$ cat config.mk
export PLATFORM = sky130hd
export DESIGN_NAME = field_packer
export DESIGN_NICKNAME = d
export VERILOG_FILES = /design/src/rtl/field_packer.sv
export SDC_FILE = /design/constraint.sdc
export NUM_CORES = 1
export LEC_CHECK = 0
export ABC_AREA = 1
export CORE_MARGIN = 5
export CORE_UTILIZATION = 40
export DETAILED_ROUTE_END_ITERATION = 10
export PLACE_DENSITY_LB_ADDON = 0.05
export SLEW_MARGIN = 5
export SYNTH_ARGS = -nofsm -noshare
export SYNTH_HDL_FRONTEND = slang
export SYNTH_SLANG_ARGS = --single-unit
$ cat constraint.sdc
create_clock -name clk -period 1.1 [get_ports clk]
set_clock_uncertainty 0.1 [all_clocks]
set_input_delay 0.165 -clock clk [delete_from_list [all_inputs] [get_ports clk]]
set_output_delay 0.165 -clock clk [all_outputs]
set_load 0.05 [all_outputs]
$ cat src/rtl/field_packer.sv
`default_nettype none
// ============================================================================
// Module      : field_packer
// Description : Packs NUM_FIELDS narrow fields into one OUT_W-bit word. The
//               first field goes into the MSBs, and the bits above the packed
//               region are filled with pad bits. The block also keeps the
//               bitwise AND of all packed fields, and in_last flushes a
//               partial word early. Both sides use a valid/ready handshake.
// Revision    : 1.0 - initial release
// ============================================================================
module field_packer #(
    parameter int FIELD_W    = 5,
    parameter int NUM_FIELDS = 3,
    parameter int OUT_W      = 16,
    parameter int PAD_ONES   = 0
) (
    input  logic                              clk,
    input  logic                              rst_n,
    input  logic [FIELD_W-1:0]                in_field,
    input  logic                              in_valid,
    output logic                              in_ready,
    input  logic                              in_last,
    output logic [OUT_W-1:0]                  out_word,
    output logic [$clog2(NUM_FIELDS+1)-1:0]   out_count,
    output logic [FIELD_W-1:0]                out_and,
    output logic                              out_valid,
    input  logic                              out_ready
);

    localparam int   c_pk_w    = FIELD_W * NUM_FIELDS;
    localparam int   c_cnt_w   = $clog2(NUM_FIELDS + 1);
    localparam logic c_pad_bit = (PAD_ONES != 0);

    // Reject parameter sets that cannot hold a full word.
    if (NUM_FIELDS < 1) begin : g_bad_num_fields
        $error("field_packer: NUM_FIELDS must be at least 1");
    end
    if (OUT_W < c_pk_w) begin : g_bad_out_w
        $error("field_packer: OUT_W must be at least FIELD_W*NUM_FIELDS");
    end

    typedef enum logic [0:0] {
        S_FILL = 1'b0,
        S_HOLD = 1'b1
    } state_t;

    state_t               r_state;
    state_t               w_state_nxt;
    logic [c_cnt_w-1:0]   r_cnt;
    logic [c_cnt_w-1:0]   w_cnt_nxt;
    logic [c_pk_w-1:0]    r_slots;
    logic [c_pk_w-1:0]    w_slots_nxt;
    logic [FIELD_W-1:0]   r_and;
    logic [FIELD_W-1:0]   w_and_nxt;
    logic                 w_accept;

    // A held word can be replaced in the same cycle it is consumed.
    assign in_ready  = (r_state == S_FILL) || out_ready;
    assign w_accept  = in_valid && in_ready;
    assign out_valid = (r_state == S_HOLD);
    assign out_count = r_cnt;
    assign out_and   = r_and;

    if (OUT_W > c_pk_w) begin : g_pad
        assign out_word = {{(OUT_W - c_pk_w){c_pad_bit}}, r_slots};
    end else begin : g_no_pad
        assign out_word = r_slots;
    end

    // Next-state logic: slot writes, AND accumulation and word hand-off.
    always_comb begin
        w_state_nxt = r_state;
        w_cnt_nxt   = r_cnt;
        w_slots_nxt = r_slots;
        w_and_nxt   = r_and;
        case (r_state)
            S_FILL: begin
                if (w_accept) begin
                    for (int k = 0; k < NUM_FIELDS; k++) begin
                        if (r_cnt == c_cnt_w'(k)) begin
                            w_slots_nxt[c_pk_w-1-k*FIELD_W -: FIELD_W] = in_field;
                        end
                    end
                    w_and_nxt = r_and & in_field;
                    w_cnt_nxt = r_cnt + c_cnt_w'(1);
                    if ((r_cnt == c_cnt_w'(NUM_FIELDS - 1)) || in_last) begin
                        w_state_nxt = S_HOLD;
                    end
                end
            end
            S_HOLD: begin
                if (out_ready) begin
                    // Word consumed: start a fresh word, seeded if a field arrives now.
                    w_state_nxt = S_FILL;
                    w_cnt_nxt   = '0;
                    w_slots_nxt = '0;
                    w_and_nxt   = '1;
                    if (w_accept) begin
                        w_slots_nxt[c_pk_w-1 -: FIELD_W] = in_field;
                        w_and_nxt = in_field;
                        w_cnt_nxt = c_cnt_w'(1);
                        if ((NUM_FIELDS == 1) || in_last) begin
                            w_state_nxt = S_HOLD;
                        end
                    end
                end
            end
            default: begin
                w_state_nxt = S_FILL;
            end
        endcase
    end

    // State register; asynchronous reset discards any partial word.
    always_ff @(posedge clk or negedge rst_n) begin
        if (!rst_n) begin
            r_state <= S_FILL;
            r_cnt   <= '0;
            r_slots <= '0;
            r_and   <= '1;
        end else begin
            r_state <= w_state_nxt;
            r_cnt   <= w_cnt_nxt;
            r_slots <= w_slots_nxt;
            r_and   <= w_and_nxt;
        end
    end

endmodule
`default_nettype wire

==> After elaboration in Yosys (flattened, before gate mapping) <==
Cells that the tools add are included.
{ "classes": {"add_sub_neg": 1, "eq_ne": 7, "muxes": 21, "bitwise": 2, "reduce_logical": 8} }
{ "ops": {"columns": ["op", "n"], "rows": [
  ["5-bit two-way mux", 7],
  ["15-bit two-way mux", 2],
  ["15-bit one-hot mux with 2 select lines", 1],
  ["5-bit one-hot mux with 2 select lines", 1],
  ["3-bit AND reduction", 3],
  ["1-bit two-way mux", 6],
  ["2-bit by 1-bit inequality test with 1-bit output, second input constant", 3],
  ["5-bit bitwise AND", 1],
  ["2-bit two-way mux", 2],
  ["2-bit inequality test, second input constant", 2],
  ["2-bit one-hot mux with 2 select lines", 1],
  ["2-bit by 1-bit adder with 2-bit output, second input constant", 1],
  ["2-bit by 1-bit == test with 1-bit output, second input constant", 1],
  ["2-bit == test, second input constant", 1],
  ["2-bit logical NOT", 1],
  ["1-bit logical OR", 2],
  ["1-bit one-hot mux with 2 select lines", 1],
  ["2-bit AND reduction", 1],
  ["1-bit logical AND", 1],
  ["1-bit NOT", 1]
]} }
{ "word_totals": {"register_bits": 23, "in_bits": 10, "output_inout_bits": 25, "elab_cells": 45} }

==> Depth between registers and ports, before layout <==
{ "depth": {"depth_word": 6, "ltp_mapped": 7, "ltp_nobuf": 7} }

==> Worst setup path after synthesis <==
OpenSTA, ideal clock, no wires.
{ "synth_timing": {"path_type": "flip-flop to flip-flop", "start": "reg r_state, in the netlist out_valid", "end": "reg r_cnt[0], in the netlist out_count[0]", "setup_time_ps": 130, "arrival_time_ps": 1459, "required_time_ps": 870, "path_slack_ps": -589, "path_stages_with_launch": 4, "path_buffers": 0, "period_less_slack_ps": 1689, "path_cell_list": "dfrtp_1 > nand2_1 > nand3_1 > o21ai_0"} }
{ "synth_between": {"elab_chain_cells": 6, "word_cells_on_any_way": 9, "classes_between": "eq/ne (2); mux (3); bitwise (1); reduce/logical (3)"} }
{ "synth_lines": {"columns": ["item", "line_no", "text"], "rows": [
  ["start, declared", "47", "state_t r_state;"],
  ["start signal, assigned", "122", "r_state <= w_state_nxt;"],
  ["1-bit NOT *", null, null],
  ["1-bit logical OR *", "58", "assign in_ready = (r_state == S_FILL) || out_ready;"],
  ["named net in_ready", "21", "output logic in_ready,"],
  ["1-bit logical AND *", "59", "assign w_accept = in_valid && in_ready;"],
  ["1-bit two-way mux", "98", "if (w_accept) begin"],
  ["2-bit two-way mux", "92", "if (out_ready) begin"],
  ["2-bit one-hot mux with 2 select lines", "76", "case (r_state)"],
  ["end signal, assigned", "123", "r_cnt <= w_cnt_nxt;"],
  ["end, declared", "49", "logic [c_cnt_w-1:0] r_cnt;"]
]} }
Mark *: on every way through the listed nets, which the timed path passes. The rest lies on a longest branch. The select of a mux whose other input is x is not followed.
A chain may end at the register's enable or synchronous reset.

==> Worst setup path in the final report <==
{ "layout_timing": {"start": "reg r_state, in the netlist out_valid", "end": "out out_valid"} }
{ "layout_lines": {"columns": ["item", "line_no", "text"], "rows": [
  ["end, declared", "26", "output logic out_valid,"]
]} }
No word-level cell between the ends.

==> impl_metrics.ini <==
[outcome]
outcome = finished, violations left
failed_checks = negative setup slack

[floorplanning]
io_pins = 35
core_um2 = 2500
die_area_um2 = 3760
start_util_pct = 42.2
die_width_um = 61.4
dieHeight_um = 61.4
num_rows = 18

[clock_network]
path_clk_slew_ns = 0.13
cts-root-buf = clkbuf_4
clockBufferDepth = 2
cts_tree = built
clk_latency_ns = 0.31
clock_sinks = 23
cts-hold-fix-buffers = 0
numCtsBuffers = 3
htree_levels = 1

[finish]
num_antenna_cells = 0
synthToLayoutAreaGrowth_pct = 83.9
final_nets = 190
final_common_cell = nand2_1
drive_gt1_share_pct = 43.8
fillCellCount = 168
final_cell_mix = 45 x nand2_1, 25 x buf_12, 16 x buf_4, 15 x dfrtp_1, 10 x nand4_1

[critical_path]
worst-path-buf-inv = 2
worst_path_max_delay_cell = dfrtp_2
required_ns = 0.83
crit_arrival_ns = 1.04
crit_family = flip-flops
max_stage_delay_ns = 0.47
worstSetupStartpointType = flip-flop
end_kind = output port
worstSetupPathType = flip-flop to output port
cp_max_fo = 4
path_cells = buf_6, buf_12

[timing]
setup_tns_ns = -5.77
final_hold_viol_count = 0
final-max-slew-violation-count = 0
final.setup.worst_slack_ns = -0.210
final.period_utilization_pct = 119
min_period_ns = 1.31
rsz0062_at_grt = yes
setup_viol_count_final = 47
fmax_mhz = 763
hold_ws_ns = 0.0794

[global_routing]
grt_pass1_vias = 1118
antenna_found_initial = 0
grt-ovfl-total = 0
grt_pass1_wl_um = 5310
grt_max_degree = 24
grt_usage_pct = 19.4

[routing]
drc = 0
firstDrtPassIters = 4
vias = 1062
detail-route-antenna-nets = 0
drt-initial-drc-count = 28
viasPerCell = 5.16
avgRoutedWirePerCell_um = 15.4
finalWirelength_um = 3180

[synthesis]
ys_types = 14
synth_seq_cells = 23
netlist_instances = 122
seq_area_frac_synth_pct = 55.2
synth_area_leader_cell = dfrtp_1
yosysTopAreaCellShare_pct = 42.7
synth_fp_nets = 135
syn_area_per_cell_um2 = 8.65
synth_area_leaders = dfrtp_1 43%, nand2_1 17%, dfstp_2 12%
ys_warn_count = 0
netlist_area_um2 = 1050

[place]
dp_hpwl_um = 2200
port_buffers = 33
globalplace.congestion = 0.878

[worst_hold_path]
hp-class = input pin to async pin

[pwr]
power.switching_mw = 2.46
p_per_area_nw_per_um2 = 2820
peakVddDrop_uv = 2770
power.share.sequential_pct = 28.5
p_comb_share_pct = 64.4
clock_power_share_pct = 7.1
p_sw_share_pct = 45.1
power_leakage_nw = 0.937
p_int_mw = 3.00

[run]
maxCapViolCount = 0
-- per-layer routing --
layer | global-route usage, % | part of all wire, % | up-vias
met5 | 0 | 0 | -
met4 | 7.27 | 1.3 | 0
met3 | 3.98 | 8.2 | 4
met2 | 31.6 | 51 | 58
met1 | 25.6 | 40 | 490
li1 | - | - | 510
-- registers in the layout, indices dropped and copies added (netlist names) --
signal / cells
out_and: 5
out_valid: 1
out_count: 2
r_slots: 15
-- kinds of logic after synthesis --
group,synth area share [%]
and+or+nand+nor,29.3
buffers and inverters,5.93
DFF,55.2
AOI/OAI and AO/OA,5.69
other,0.356
adders and majority gates,3.56
-- cells in the mapped netlist, drive strengths merged --
library cell and n:
nand2 51, conb 1, clkbuf 1, buf 4, inv 8, dfstp 5, o21ai 12, nand3 9
dfrtp 18, nand4 10, ha 3
-- worst paths after layout --
check / from / end / slack [ns] / depth (start not counted)
min reg2reg: out_and[0] / out_and[0] / 0.40 / 2
max in group asynchronous: rst_n / out_and[3] / 0.59 / 2
max: out_valid / out_valid / -0.21 / 2
min in group clk: in_valid / r_slots[0] / 0.35 / 3
min: rst_n / r_slots[14] / 0.08 / 2
max reg2reg: out_valid / r_slots[12] / -0.18 / 6
-- power groups by stage --
stage	registers (mW)	logic (mW)	clock network, mW
after floorplan	2.46	0.577	0
after global placement	1.53	3.22	0
after detailed placement	1.55	3.26	0
after CTS	1.55	3.44	0.400
after global routing	1.60	3.69	0.436
final	1.56	3.52	0.390
-- layout make-up --
type | count | area [µm²] | share of cell area (%)
Timing Repair Buffer | 54 | 753 | 38.8
Sequential cell | 23 | 586 | 30.2
Clock inverter | 1 | 5.00 | 0.258
Multi-Input combinational cell | 87 | 505 | 26.1
Clock buffer | 3 | 22.5 | 1.16
Tap cell | 30 | 37.5 | 1.94
Inverter | 8 | 30.0 | 1.55
-- what timing repair did --
action,4_1_cts,5_1_grt
pin swaps,3,3
endpoints found under the hold margin,0,0
setup buffers,7,4
resized for setup,17,4
cloned,1,0
endpoints found under the setup margin,47,47
-- metrics by stage --
step                power (mW)  setup WS, ns  instances  util [%]  instance area [µm²]
finish                    5.46        -0.210        206      77.6                 1940
global route              5.73        -0.257        206      77.6                 1940
CTS                       5.39        -0.223        203      76.0                 1900
detailed placement        4.81        -0.361        191      69.7                 1740
global placement          4.76        -0.304        191      69.7                 1740
floorplan                 3.04        -0.217        122         -                 1070
-- worst register-to-register path: cells and delay by family, from the launching register on --
| kind | cells | cell delay [ns] |
|---|---|---|
| buffers and inverters | 1 | 0.14 |
| flip-flops | 1 | 0.47 |
| AND/OR/NAND/NOR | 5 | 0.48 |
Note: power is estimated with default switching activity, not from simulation.
